===== config.mk =====
export PLATFORM = sky130hd
export DESIGN_NAME = ss_array_ctrl_flat
export DESIGN_NICKNAME = d
export VERILOG_FILES = /design/src/rtl/ss_pkg.sv /design/src/rtl/ss_array_ctrl_if.sv /design/src/rtl/ss_skew_feeder.sv /design/src/rtl/ss_array_ctrl.sv /design/src/flat_wrapper.sv
export SDC_FILE = /design/constraint.sdc
export NUM_CORES = 1
export LEC_CHECK = 0
export CAP_MARGIN = 20
export CORE_MARGIN = 1.5
export CORE_UTILIZATION = 30
export DETAILED_ROUTE_END_ITERATION = 12
export GPL_ROUTABILITY_DRIVEN = 1
export SETUP_SLACK_MARGIN = 0.1
export SLEW_MARGIN = 30
export SYNTH_ARGS = -nofsm -noshare
export SYNTH_HDL_FRONTEND = slang
export SYNTH_SLANG_ARGS = --single-unit

===== constraint.sdc =====
create_clock -name clk -period 7.85 [get_ports clk]
set_clock_uncertainty 0.05 [all_clocks]
set_input_delay 1.57 -clock clk [delete_from_list [all_inputs] [get_ports clk]]
set_output_delay 1.57 -clock clk [all_outputs]
set_load 0.05 [all_outputs]

===== src/rtl/ss_pkg.sv =====
// Shared constants, state encoding and sizing helpers
// for the SS systolic-array sequencing controller.
package ss_pkg;

   localparam int DW   = 16;
   localparam int AW   = 40;
   localparam int NMAX = 4;

   typedef enum logic [2:0] {
      IDLE,
      LOAD,
      FEED,
      DRAIN,
      OUT
   } state_t;

   function automatic logic [2:0] dim(input logic size);
      return size ? 3'd4 : 3'd2;
   endfunction

   function automatic logic [5:0] feed_len(input logic [2:0] n);
      return 6'(3 * n) - 6'd2;
   endfunction

endpackage


===== src/rtl/ss_array_ctrl_if.sv =====
// Controller-to-array bus: edge lanes, control strobes
// and the accumulator readback.
interface ss_array_ctrl_if;

   logic                                              arr_clr;
   logic                                              arr_en;
   logic [ss_pkg::NMAX*ss_pkg::DW-1:0]                arr_north;
   logic [ss_pkg::NMAX*ss_pkg::DW-1:0]                arr_west;
   logic [ss_pkg::NMAX*ss_pkg::NMAX*ss_pkg::AW-1:0]   arr_result;

   modport master (
      output arr_clr,
      output arr_en,
      output arr_north,
      output arr_west,
      input  arr_result
   );

   modport slave (
      input  arr_clr,
      input  arr_en,
      input  arr_north,
      input  arr_west,
      output arr_result
   );

endinterface


===== src/rtl/ss_skew_feeder.sv =====
// Diagonal skew of a buffered matrix onto NMAX edge lanes
// for feed cycle t; west selects X rows, else W columns.
module ss_skew_feeder
   import ss_pkg::*;
(
   input  logic [NMAX*NMAX*DW-1:0] mat,
   input  logic [2:0]              n,
   input  logic [3:0]              t,
   input  logic                    west,
   output logic [NMAX*DW-1:0]      lanes
);

   always_comb begin
      int k;
      int idx;
      lanes = '0;
      k     = 0;
      idx   = 0;
      for (int l = 0; l < NMAX; l++) begin
         k = int'(t) - l;
         if (l < int'(n) && k >= 0 && k < int'(n)) begin
            idx = west ? (l * NMAX + k) : (k * NMAX + l);
            lanes[l*DW +: DW] = mat[idx*DW +: DW];
         end
      end
   end

endmodule


===== src/rtl/ss_array_ctrl.sv =====
// Buffers a serial W/X stream, feeds the systolic array
// with skewed edges, then streams the accumulators out.
module ss_array_ctrl
   import ss_pkg::*;
(
   input  logic                  clk,
   input  logic                  rst_n,
   input  logic                  in_valid,
   input  logic [DW-1:0]         matrix,
   input  logic                  matrix_size,
   output logic                  busy,
   ss_array_ctrl_if.master       arr,
   output logic                  out_valid,
   output logic [AW-1:0]         out_value
);

   state_t state_q, state_n;
   logic [5:0] cnt_q, cnt_n;
   logic       size_q;
   logic [2:0] n;
   logic [5:0] nn;
   logic       wr;
   logic       isx;
   logic [5:0] e;
   logic [4:0] waddr;
   logic [3:0] ridx;
   logic       clr_q;

   logic [DW-1:0]           mem [2*NMAX*NMAX];
   logic [NMAX*NMAX*DW-1:0] w_flat, x_flat;
   logic [NMAX*DW-1:0]      north_l, west_l;
   logic [NMAX*DW-1:0]      north_q, west_q;
   logic [AW-1:0]           out_q;

   assign n  = dim(size_q);
   assign nn = size_q ? 6'd16 : 6'd4;

   always_comb begin
      state_n = state_q;
      cnt_n   = cnt_q;
      wr      = 1'b0;
      unique case (state_q)
         IDLE: begin
            if (in_valid) begin
               state_n = LOAD;
               cnt_n   = 6'd1;
               wr      = 1'b1;
            end
         end
         LOAD: begin
            if (in_valid) begin
               wr = 1'b1;
               if (cnt_q == (nn << 1) - 6'd1) begin
                  state_n = FEED;
                  cnt_n   = '0;
               end else begin
                  cnt_n = cnt_q + 6'd1;
               end
            end
         end
         FEED: begin
            if (cnt_q == feed_len(n) - 6'd1) begin
               state_n = DRAIN;
               cnt_n   = '0;
            end else begin
               cnt_n = cnt_q + 6'd1;
            end
         end
         DRAIN: begin
            state_n = OUT;
            cnt_n   = '0;
         end
         OUT: begin
            if (cnt_q == nn - 6'd1) begin
               state_n = IDLE;
               cnt_n   = '0;
            end else begin
               cnt_n = cnt_q + 6'd1;
            end
         end
         default: begin
            state_n = IDLE;
            cnt_n   = '0;
         end
      endcase
   end

   // Beat index splits into W/X half, then row/col by size.
   always_comb begin
      isx = (cnt_q >= nn);
      e   = isx ? (cnt_q - nn) : cnt_q;
      if (size_q)
         waddr = {isx, e[3:2], e[1:0]};
      else
         waddr = {isx, 1'b0, e[1], 1'b0, e[0]};
   end

   always_ff @(posedge clk) begin
      if (wr)
         mem[waddr] <= matrix;
   end

   always_comb begin
      w_flat = '0;
      x_flat = '0;
      for (int i = 0; i < NMAX * NMAX; i++) begin
         w_flat[i*DW +: DW] = mem[i];
         x_flat[i*DW +: DW] = mem[NMAX*NMAX + i];
      end
   end

   ss_skew_feeder u_north (
      .mat   (w_flat),
      .n     (n),
      .t     (cnt_n[3:0]),
      .west  (1'b0),
      .lanes (north_l)
   );

   ss_skew_feeder u_west (
      .mat   (x_flat),
      .n     (n),
      .t     (cnt_n[3:0]),
      .west  (1'b1),
      .lanes (west_l)
   );

   assign ridx = size_q ? cnt_n[3:0]
                        : {1'b0, cnt_n[1], 1'b0, cnt_n[0]};

   // Lanes and result are registered from next-state so
   // they line up with the cycle the state is entered.
   always_ff @(posedge clk or negedge rst_n) begin
      if (!rst_n) begin
         state_q <= IDLE;
         cnt_q   <= '0;
         size_q  <= 1'b0;
         clr_q   <= 1'b0;
         north_q <= '0;
         west_q  <= '0;
         out_q   <= '0;
      end else begin
         state_q <= state_n;
         cnt_q   <= cnt_n;
         clr_q   <= (state_q == IDLE) && in_valid;
         if ((state_q == IDLE) && in_valid)
            size_q <= matrix_size;
         north_q <= (state_n == FEED) ? north_l : '0;
         west_q  <= (state_n == FEED) ? west_l : '0;
         out_q   <= (state_n == OUT)
                    ? arr.arr_result[ridx*AW +: AW] : '0;
      end
   end

   assign busy          = (state_q != IDLE);
   assign arr.arr_clr   = clr_q;
   assign arr.arr_en    = (state_q == FEED);
   assign arr.arr_north = north_q;
   assign arr.arr_west  = west_q;
   assign out_valid     = (state_q == OUT);
   assign out_value     = out_q;

endmodule


===== src/flat_wrapper.sv =====
// flat-port wrapper written by rule: the top's interface ports become plain ports
module ss_array_ctrl_flat import ss_pkg::*;
  (clk, rst_n, in_valid, matrix, matrix_size, busy, out_valid, out_value, arr_arr_clr, arr_arr_en, arr_arr_north, arr_arr_west, arr_arr_result);
  ss_array_ctrl_if arr_i ();
  input  logic clk;
  input  logic rst_n;
  input  logic in_valid;
  input  logic [DW-1:0] matrix;
  input  logic matrix_size;
  output logic busy;
  output logic out_valid;
  output logic [AW-1:0] out_value;
  output wire logic [$bits(arr_i.arr_clr)-1:0] arr_arr_clr;
  output wire logic [$bits(arr_i.arr_en)-1:0] arr_arr_en;
  output wire logic [$bits(arr_i.arr_north)-1:0] arr_arr_north;
  output wire logic [$bits(arr_i.arr_west)-1:0] arr_arr_west;
  input wire logic [$bits(arr_i.arr_result)-1:0] arr_arr_result;
  assign arr_arr_clr = arr_i.arr_clr;
  assign arr_arr_en = arr_i.arr_en;
  assign arr_arr_north = arr_i.arr_north;
  assign arr_arr_west = arr_i.arr_west;
  assign arr_i.arr_result = arr_arr_result;
  ss_array_ctrl u_core (.clk(clk), .rst_n(rst_n), .in_valid(in_valid), .matrix(matrix), .matrix_size(matrix_size), .busy(busy), .arr(arr_i), .out_valid(out_valid), .out_value(out_value));
endmodule

==> run metrics <==
I/O Buffers 831; DR vias 29900; Worst Path Max Fanout 49; register area share after synthesis 54.7%; vias per cell 5.83; syn_nets 3388; Req. time, crit path 8.30 ns; minimum period implied by the final worst setup slack 5.88 ns; layout cells sized above 1 14.4%; Final Power 0.0192 W; worst-margin pin slew 1.07 ns; Area contributors post-synth edfxtp_1 42%, mux4_2 14%, dfrtp_1 12%; Yosys warnings 0; Mapped Avg Cell Area 13.4 um^2; DRC Markers 0; Final Hold Viols 0; Post-DRT Antenna Nets 0; CP Launch Type register; Nets 4100; Slew Limit Fails 0; Die Height 351 um; initial drt markers 3363; Max Freq 170 MHz; Syn Std Cell Area 0.0363 mm^2; Clock transition at path regs 0.06 ns; leading area contributor after synthesis edfxtp_1; Max-slew headroom 28.4%; RD Place Congestion 1.02; drt pass-1 iters 9; Setup TNS Final 0 ns; vias in the first global route 28800; worst-skew pair later-pin latency 0.64 ns; clk sinks 691; Final Setup Violations 0; Rows 127; initial antenna violation count 100; R2R Setup Slk 1.97 ns; CP endpoint kind register; IO Count 832; Min-Delay Path Class register to register; Total Routing Usage GR 29.1%; power density over cell area 391 mW/mm^2; ys async rst share 25.9%; status complete, no violations; cell count after synthesis 2708; dominant synthesized flop cell edfxtp_1; Initial Utilization 30.3%; pin count of the biggest net entering global routing 165; Root Driver clkbuf_16; drt wl/cell 36.2 um; post-layout util 40.9%; Synth top area share 42.3%; first-pass GRT wire length 245000 um; crit path DAT 6.33 ns; placed cells 4953; Distinct cells, synth 68; Post-DP HPWL 134000 um; number of CTS-inserted buffers 76; # H-tree levels 3; number of synthesized flops with an enable pin 512; RSZ-0062 raised after global routing no; most common library cells after synthesis 512 x edfxtp_1, 252 x nand2_1, 223 x mux4_2, 209 x mux2i_1, 179 x dfrtp_1; count leader, synth edfxtp_1; clk buf depth 3; peak supply drop 0.000570 V; Hold-fix buffers, CTS 0; Post-Layout Cell Count 5138; fin crit share 74.9%; Yosys reg bits 691; Area growth syn-to-layout 35.0%; die area 0.123 mm^2; Die Span X 351 um; CTS resizes 0; global route overflow 0; core box area 0.120 mm^2; max_cap viols 0; Pleak 17.2 nW; drt total wl 186000 um; setup bufs post-CTS 0; WS Path Type register to register; CTS tree built
[cells in the final DEF, fill, tap and decap left out, drive strengths merged, types with 40 or more instances in the layout]
cell type      synthesis  routed
mux2i                209     209
and2                  42      42
a32oi                160     160
clkdlybuf4s50          0     818
nand3                152     152
and3                  41      41
nand2                252     252
edfxtp               512     512
a21oi                 58      58
mux4                 223     223
a222oi                40      40
diode                  0      45
dfrtp                179     179
o21ai                218     218
a221oi                80      80
clkbuf               159     107
buf                  114      88
nor2                  46      46
[critical path: stages (launching register included)]
cell	delay (ns)
dfrtp_4	0.89
inv_6	0.30
ha_1	0.40
or4b_4	0.51
o21a_1	0.28
o21ai_2	0.25
nand2_1	0.18
inv_1	0.26
ha_2	0.87
ha_1	0.38
nor3b_1	0.19
nand4_1	0.14
or3_1	0.69
a211oi_1	0.32
[logic make-up (layout without fill, tap and decap cells)]
group / Yosys count / after routing / share of synthesized area, %
flip-flops: 691 / 691 / 54.7
AO/OA/AOI/OAI: 665 / 665 / 13.2
AND/OR/NAND/NOR: 599 / 599 / 7.80
multiplexers: 436 / 436 / 19.7
buffers and inverters: 291 / 1064 / 3.70
adder cells (fa/ha/maj): 20 / 20 / 0.689
XOR/XNOR: 6 / 6 / 0.217
other: 0 / 45 / 0
[metrics by stage]
stage	worst slack [ns]	area [um^2]	hold WS (ns)
detailed placement	1.57	46300	0.468
global route	1.59	49000	0.506
CTS	1.85	48900	0.479
finish	1.97	49000	0.478
floorplan	2.08	36300	0.445
global placement	1.70	46300	0.465
[report_power, final]
part | internal [W] | switching, W
clock network | 0.00218 | 0.00153
registers | 0.00423 | 0.000270
logic | 0.00418 | 0.00678
[final cells by class]
| class | instances | area [um^2] |
|---|---|---|
| Timing Repair Buffer | 907 | 8940 |
| Tap cell | 1612 | 2020 |
| Inverter | 18 | 96.3 |
| Sequential cell | 691 | 19900 |
| Clock inverter | 33 | 423 |
| Fill cell | 11200 | 71000 |
| Clock buffer | 106 | 2170 |
| Multi-Input combinational cell | 1726 | 15400 |
| Antenna cell | 45 | 113 |
[state kept, by name, summed over array words and instances (netlist names)]
signal,flops
u_core.state_q,3
u_core.arr.arr_north,64
u_core.mem,512
u_core.arr.arr_west,64
u_core.arr.arr_clr,1
u_core.size_q,1
u_core.cnt_q,6
u_core.out_value,40
[layer usage]
metal | wire [um] | up-vias | share of wire (%) | track usage, %
li1 | - | 12500 | - | -
met1 | 66300 | 15500 | 36 | 33.3
met2 | 94500 | 1608 | 51 | 50.4
met3 | 16400 | 311 | 8.8 | 7.28
met4 | 8470 | 20 | 4.6 | 14.6
met5 | 112 | - | 0.060 | 0
[final timing paths]
kind,start,end,depth (start not counted)
max in group asynchronous,rst_n,u_core.size_q,2
worst max register to register,u_core.size_q,u_core.arr.arr_north[33],13
worst min register to register,u_core.mem[4][5],u_core.arr.arr_north[5],2
worst max-delay path,u_core.size_q,u_core.arr.arr_north[33],13
min in group asynchronous,rst_n,u_core.arr.arr_west[43],1
worst min-delay path,u_core.mem[4][5],u_core.arr.arr_north[5],2
(Power assumes the default switching activity.)
